<file path="src/rtl/multicycle_decoder.sv">
// Moore control FSM for the multicycle ARM datapath. It sequences each instruction and drives the per-state enables and selects.
// Optional branch-with-link support is built when the BL_EN macro is defined.
module multicycle_decoder #(
    parameter int ALUCTRL_W = 3
) (
    input  logic                 clk,
    input  logic                 reset,
    input  logic [1:0]           Op,
    input  logic [5:0]           Funct,
    input  logic [3:0]           Rd,
    output logic [3:0]           state,
    output logic [1:0]           FlagW,
    output logic                 PCS,
    output logic                 NextPC,
    output logic                 RegW,
    output logic                 MemW,
    output logic                 IRWrite,
    output logic                 AdrSrc,
    output logic                 ALUSrcA,
    output logic                 NoWrite,
    output logic                 Shift,
    output logic                 LinkSel,
    output logic [1:0]           ResultSrc,
    output logic [1:0]           ALUSrcB,
    output logic [1:0]           ImmSrc,
    output logic [1:0]           RegSrc,
    output logic [ALUCTRL_W-1:0] ALUControl
);

    typedef enum logic [3:0] {
        FETCH  = 4'd0,
        DECODE = 4'd1,
        MEMADR = 4'd2,
        MEMRD  = 4'd3,
        MEMWB  = 4'd4,
        MEMWR  = 4'd5,
        EXECR  = 4'd6,
        EXECI  = 4'd7,
        ALUWB  = 4'd8,
`ifdef BL_EN
        BRANCH = 4'd9,
        BLINK  = 4'd10
`else
        BRANCH = 4'd9
`endif
    } state_t;

    localparam logic [2:0] ALU_ADD = 3'b000;
    localparam logic [2:0] ALU_SUB = 3'b001;
    localparam logic [2:0] ALU_AND = 3'b010;
    localparam logic [2:0] ALU_ORR = 3'b011;
    localparam logic [2:0] ALU_MOV = 3'b100;

    state_t     state_q;
    state_t     state_d;
    logic [2:0] alu_code;

    logic [2:0] dp_code;
    logic       dp_nowrite;
    logic       dp_shift;
    logic       dp_arith;
    logic       dp_valid;

    always_ff @(posedge clk) begin
        if (reset) begin
            state_q <= FETCH;
        end else begin
            state_q <= state_d;
        end
    end

    // Data-processing decode on Funct[4:1]; unknown codes become a flagless NOP.
    always_comb begin
        dp_code    = ALU_ADD;
        dp_nowrite = 1'b0;
        dp_shift   = 1'b0;
        dp_arith   = 1'b0;
        dp_valid   = 1'b1;
        case (Funct[4:1])
            4'b0100: begin dp_code = ALU_ADD; dp_arith = 1'b1; end
            4'b0010: begin dp_code = ALU_SUB; dp_arith = 1'b1; end
            4'b0000: dp_code = ALU_AND;
            4'b1100: dp_code = ALU_ORR;
            4'b1010: begin
                dp_code    = ALU_SUB;
                dp_arith   = 1'b1;
                dp_nowrite = 1'b1;
            end
            4'b1101: begin dp_code = ALU_MOV; dp_shift = 1'b1; end
            default: begin
                dp_code    = ALU_ADD;
                dp_nowrite = 1'b1;
                dp_valid   = 1'b0;
            end
        endcase
    end

    always_comb begin
        state_d   = FETCH;
        FlagW     = 2'b00;
        PCS       = 1'b0;
        NextPC    = 1'b0;
        RegW      = 1'b0;
        MemW      = 1'b0;
        IRWrite   = 1'b0;
        AdrSrc    = 1'b0;
        ALUSrcA   = 1'b0;
        NoWrite   = 1'b0;
        Shift     = 1'b0;
        LinkSel   = 1'b0;
        ResultSrc = 2'b00;
        ALUSrcB   = 2'b00;
        alu_code  = ALU_ADD;
        case (state_q)
            FETCH: begin
                state_d   = DECODE;
                IRWrite   = 1'b1;
                NextPC    = 1'b1;
                ALUSrcA   = 1'b1;
                ALUSrcB   = 2'b10;
                ResultSrc = 2'b10;
            end
            DECODE: begin
                ALUSrcA   = 1'b1;
                ALUSrcB   = 2'b10;
                ResultSrc = 2'b10;
                case (Op)
                    2'b01: state_d = MEMADR;
                    2'b00: state_d = Funct[5] ? EXECI : EXECR;
`ifdef BL_EN
                    2'b10: state_d = Funct[4] ? BLINK : BRANCH;
`else
                    2'b10: state_d = BRANCH;
`endif
                    default: state_d = FETCH;
                endcase
            end
            MEMADR: begin
                state_d = Funct[0] ? MEMRD : MEMWR;
                ALUSrcB = 2'b01;
            end
            MEMRD: begin
                state_d = MEMWB;
                AdrSrc  = 1'b1;
            end
            MEMWB: begin
                ResultSrc = 2'b01;
                RegW      = 1'b1;
                PCS       = (Rd == 4'b1111);
            end
            MEMWR: begin
                AdrSrc = 1'b1;
                MemW   = 1'b1;
            end
            EXECR, EXECI: begin
                state_d  = dp_nowrite ? FETCH : ALUWB;
                ALUSrcB  = (state_q == EXECI) ? 2'b01 : 2'b00;
                alu_code = dp_code;
                NoWrite  = dp_nowrite;
                Shift    = dp_shift;
                FlagW    = dp_valid ? {Funct[0], Funct[0] & dp_arith} : 2'b00;
            end
            ALUWB: begin
                RegW = 1'b1;
                PCS  = (Rd == 4'b1111);
            end
            BRANCH: begin
                ALUSrcB   = 2'b01;
                ResultSrc = 2'b10;
                PCS       = 1'b1;
            end
`ifdef BL_EN
            BLINK: begin
                state_d = BRANCH;
                RegW    = 1'b1;
                LinkSel = 1'b1;
            end
`endif
            default: state_d = FETCH;
        endcase
    end

    assign state      = state_q;
    assign ImmSrc     = Op;
    assign RegSrc     = {(Op == 2'b01) & ~Funct[0], (Op == 2'b10)};
    assign ALUControl = ALUCTRL_W'(alu_code);

endmodule

</file>
<file path="config.mk">
export PLATFORM = sky130hd
export DESIGN_NAME = multicycle_decoder
export DESIGN_NICKNAME = d
export VERILOG_FILES = /design/src/rtl/multicycle_decoder.sv
export SDC_FILE = /design/constraint.sdc
export NUM_CORES = 1
export LEC_CHECK = 0
export CAP_MARGIN = 20
export CORE_MARGIN = 2
export CORE_UTILIZATION = 28
export CTS_CLUSTER_DIAMETER = 120
export DETAILED_ROUTE_END_ITERATION = 12
export PLACE_DENSITY = 0.74
export SYNTH_ARGS = -nofsm -noshare
export SYNTH_HDL_FRONTEND = slang
export SYNTH_SLANG_ARGS = --single-unit
</file>
<file path="constraint.sdc">
create_clock -name clk -period 1 [get_ports clk]
set_input_delay 0.1 -clock clk [delete_from_list [all_inputs] [get_ports clk]]
set_output_delay 0.1 -clock clk [all_outputs]
set_load 0.1 [all_outputs]
</file>
==> results of run 1 <==
## synthesized netlist by cell type, types with 2 or more instances
library cell	n
nor4_1	2
buf_4	6
o21ai_0	2
nor2_1	8
nand2b_1	8
nor3_1	5
buf_6	2
inv_1	5
a22oi_1	2
xor2_1	2
buf_2	2
a21oi_1	2
dfxtp_1	4
a211oi_1	2
## metrics by stage
step / setup WS (ns) / utilization [%] / TNS (ns) / instances
detailed placement: -0.658 / 88.4 / -7.64 / 139
global placement: -0.581 / 88.4 / -6.66 / 139
floorplan: -1.22 / - / -16.48 / 68
## logic make-up after synthesis
kind of cell / Yosys count / share of synthesized area, %
XOR/XNOR: 3 / 5.33
AO/OA/AOI/OAI: 15 / 21.8
other: 1 / 0.761
flip-flops: 4 / 16.2
buffers and inverters: 15 / 19.5
AND/OR/NAND/NOR: 30 / 36.3
==> run metrics, run 1 <==
H-Tree Depth=1; Placement Rows=15; Yosys reg bits=4; I/O pins=41; Synth Area per Inst=7.25 µm²; sequential-to-total area share from yosys stat=16.2%; dominant synthesized flop cell=dfxtp_1; Bufs on Longest Clock Path=2; CTS Buf Count=3; post-synth cell types=30; CTS Hold Bufs=0; input/output buffers=39; EDFF count, synth=0; die width=46.0 µm; dominant cells by area after synthesis=dfxtp_1 (16%), nand2b_1 (10%), buf_4 (9.1%), nor2_1 (6.1%), nor3_1 (5.1%); Yosys top cell area share=16.2%; syn_nets=82; die height=46.0 µm; starting density of the core=29.2%; Post-Syn Instances=68; HPWL Detailed=1990 µm; error msg=[ERROR DPL-0038] Utilization greater than 100%, impossible to legalize; Fail Step=4_1_cts; CTS root buf=clkbuf_4; YS warnings=0; area leader, netlist=dfxtp_1; gp weighted congestion=0.747; CTS Sinks=4; Synth Cell Area=493 µm²; fraction of registers with async set/reset=0%; buffer count from post-CTS setup fixing=9; status=did not finish; Post-DP Area=1490 µm²; PostCTS Resize Cnt=33
==> run 2, diff against run 1 <==
CORE_AREA = 2 2 63 65   (was not set)
CORE_MARGIN = not set   (was 2)
CORE_UTILIZATION = not set   (was 28)
CTS_CLUSTER_DIAMETER = not set   (was 120)
DIE_AREA = 0 0 65 67   (was not set)
PLACE_DENSITY = not set   (was 0.74)
PLACE_DENSITY_LB_ADDON = 0.15   (was not set)
clock period = 1.3 ns   (was 1 ns; I/O delays follow)
==> run 2 against run 1 <==
  * The flow now finishes, with violations (setup timing)
  * Synthesized cell count did not move
  * Area after synthesis is the same
==> run metrics, run 2 <==
status=finished with violations; failing checks=setup timing; sequential-to-total area share from yosys stat=16.2% (unchanged); peak supply drop=0.000246 V; initial antenna violation count=0; Max Freq=0.622 GHz; gr usage total=11.0%; Bufs on Longest Clock Path=2 (unchanged); hold depth=4; Yosys top cell area share=16.2% (unchanged); Hold/Removal Path Class=input port to flip-flop; Setup-failing EPs final=19; dominant cells by area after synthesis=dfxtp_1 (16%), nand2b_1 (10%), buf_4 (9.1%), nor2_1 (6.1%), nor3_1 (5.1%); starting density of the core=13.7% (-16 points); Worst Path Arrival=1.48 ns; CP Buf/Inv Count=2; via density per instance=4.10; CTS Sinks=4 (unchanged); number of global-route vias before repair=803; Final nets=159; CP Capture Type=primary output; H-Tree Depth=1 (unchanged); die width=65 µm (+41%); crit share post-route=124%; input/output buffers=39 (unchanged); RSZ-0062 raised after global routing=yes; Synth Cell Area=493 µm² (unchanged); Placement Rows=22 (+7); CP Max Fanout=4; Synth Area per Inst=7.25 µm² (unchanged); max_cap viols=0; syn_nets=82 (unchanged); Flop pwr share=10.7%; die area=4360 µm²; critical path required time=1.17 ns; Pins Over Slew Limit=0; Hold Slack=0.485 ns; WS Path Type=flip-flop to primary output; Syn-to-layout area delta=276%; Sw Share=46.3%; clock network power share=19.4%; gp weighted congestion=0.855 (+14%); I/O pins=41 (unchanged); pre-CTS WS=-0.357 ns (+0.302 ns); CTS Hold Bufs=0 (unchanged); core box area=3610 µm²; EDFF count, synth=0 (unchanged); cell area power density=723 nW/µm²; first-pass GRT wire length=3660 µm; die height=67 µm (+46%); Post-Syn Instances=68 (unchanged); post-route minimum period=1.61 ns; Pleak=0.771 nW; grt total ovfl=0; Logic pwr share=69.9%; ant diodes=0; total power=1.34 mW; HPWL Detailed=1700 µm (-14%); area leader, netlist=dfxtp_1; Fin. Hold Viols=0; fraction of registers with async set/reset=0% (unchanged); via count=784; layout cells sized above 1=74.8%; Reg clk slew, reported paths=0.03 ns; most frequent cells in the layout=buf_4 (31), buf_12 (28), clkdlybuf4s50_1 (9), buf_6 (8), nor3_4 (5); worst-case reg-to-reg path depth=5; Crit path depth=4; largest net degree at the start of global routing=10; Final ANT Viol Nets=0; DR pass1 iterations=3; Synth top cells by count=nand2b_1 (8), nor2_1 (8), buf_4 (6); dominant synthesized flop cell=dfxtp_1; CTS Buf Count=3 (unchanged); Total Wirelength=2290 µm; Yosys reg bits=4 (unchanged); CTS root buf=clkbuf_8; family with the most delay on the worst path=simple AND/OR/NAND/NOR gates; max reg flops=4; Int Pwr=0.720 mW; Setup crit start kind=flip-flop; routed len/inst=12.0 µm; clk_skew=0.00243 ns; Initial DRC Count=15; post-synth cell types=30 (unchanged); CP max stage cell=dfxtp_4; YS warnings=0 (unchanged); Critical Path Max Stage Delay=0.34 ns; commonest non-fill, non-tap cell in the layout=buf_4; worst skew pair latency=0.22 ns; Final WS setup=-0.308 ns; Switch Pwr=0.621 mW; CTS tree=yes; # DRC=0; crit-path cells=nand3b_1, buf_4, nor4_4, buf_12
## run 2: cell counts after synthesis
Identical to the previous run, type by type.
## run 2: kinds of logic after synthesis
family	after synthesis	synth area share (%)
and+or+nand+nor	30	36.3
AOI/OAI and AO/OA	15	21.8
buffers and inverters	15	19.5
DFF	4	16.2
xor gates and xnor gates	3	5.33
other	1	0.761
## run 2: worst min-delay path: stages
cell and delay (ns):
dlymetal6s2s_1 0.19, buf_4 0.16, o22a_1 0.15, nor2_2 0.04
## run 2: routing by layer
layer	up-vias	part of all wire [%]	track usage [%]
met5	-	0	0
li1	384	-	-
met2	23	54	19.2
met1	371	38	12.1
met3	6	5.9	3.89
met4	0	2.2	4.79
## run 2: power by group through the flow
stage	sequential, mW	clock (mW)	combinational, mW
6_report	0.143	0.260	0.938
2_1_floorplan	0.196	0	0.496
5_1_grt	0.145	0.286	0.970
4_1_cts	0.142	0.262	0.900
3_3_place_gp	0.153	0	0.817
3_5_place_dp	0.152	0	0.825
## run 2: area by class of cell
class                      count  area [µm²]
tap                           48        60.1
inverter                       5        18.8
fill                         322        1750
multi-input combinational     49         581
timing repair buffer          82        1060
sequential                     4        95.1
clock buffer                   3        41.3
## run 2: worst paths after layout
kind                                           from                   to  slack, ns
worst max-delay path            state[3]$_SDFF_PP0_        ALUControl[1]      -0.31
worst min-delay path                          Op[1]  state[1]$_SDFF_PP0_       0.48
worst max register to register  state[3]$_SDFF_PP0_  state[3]$_SDFF_PP0_      -0.05
worst min register to register  state[0]$_SDFF_PP0_  state[0]$_SDFF_PP0_       0.66
## run 2: stage by stage
step,std cells,instance area [µm²],utilization [%],TNS [ns]
floorplan,68,761,-,-10.81
global placement,170,1530,42.4,-1.88
detailed placement,170,1530,42.4,-1.92
CTS,185,1750,48.5,-3.73
global route,191,1860,51.5,-4.77
finish,191,1860,51.5,-3.68
## run 2: what timing repair did
action | CTS | global route
resized for setup | 17 | 14
endpoints found under the setup margin | 18 | 23
pin swaps | 8 | 7
setup buffers | 12 | 5
gates cloned | 0 | 1
No activity file was read; power rests on OpenSTA's default activity.
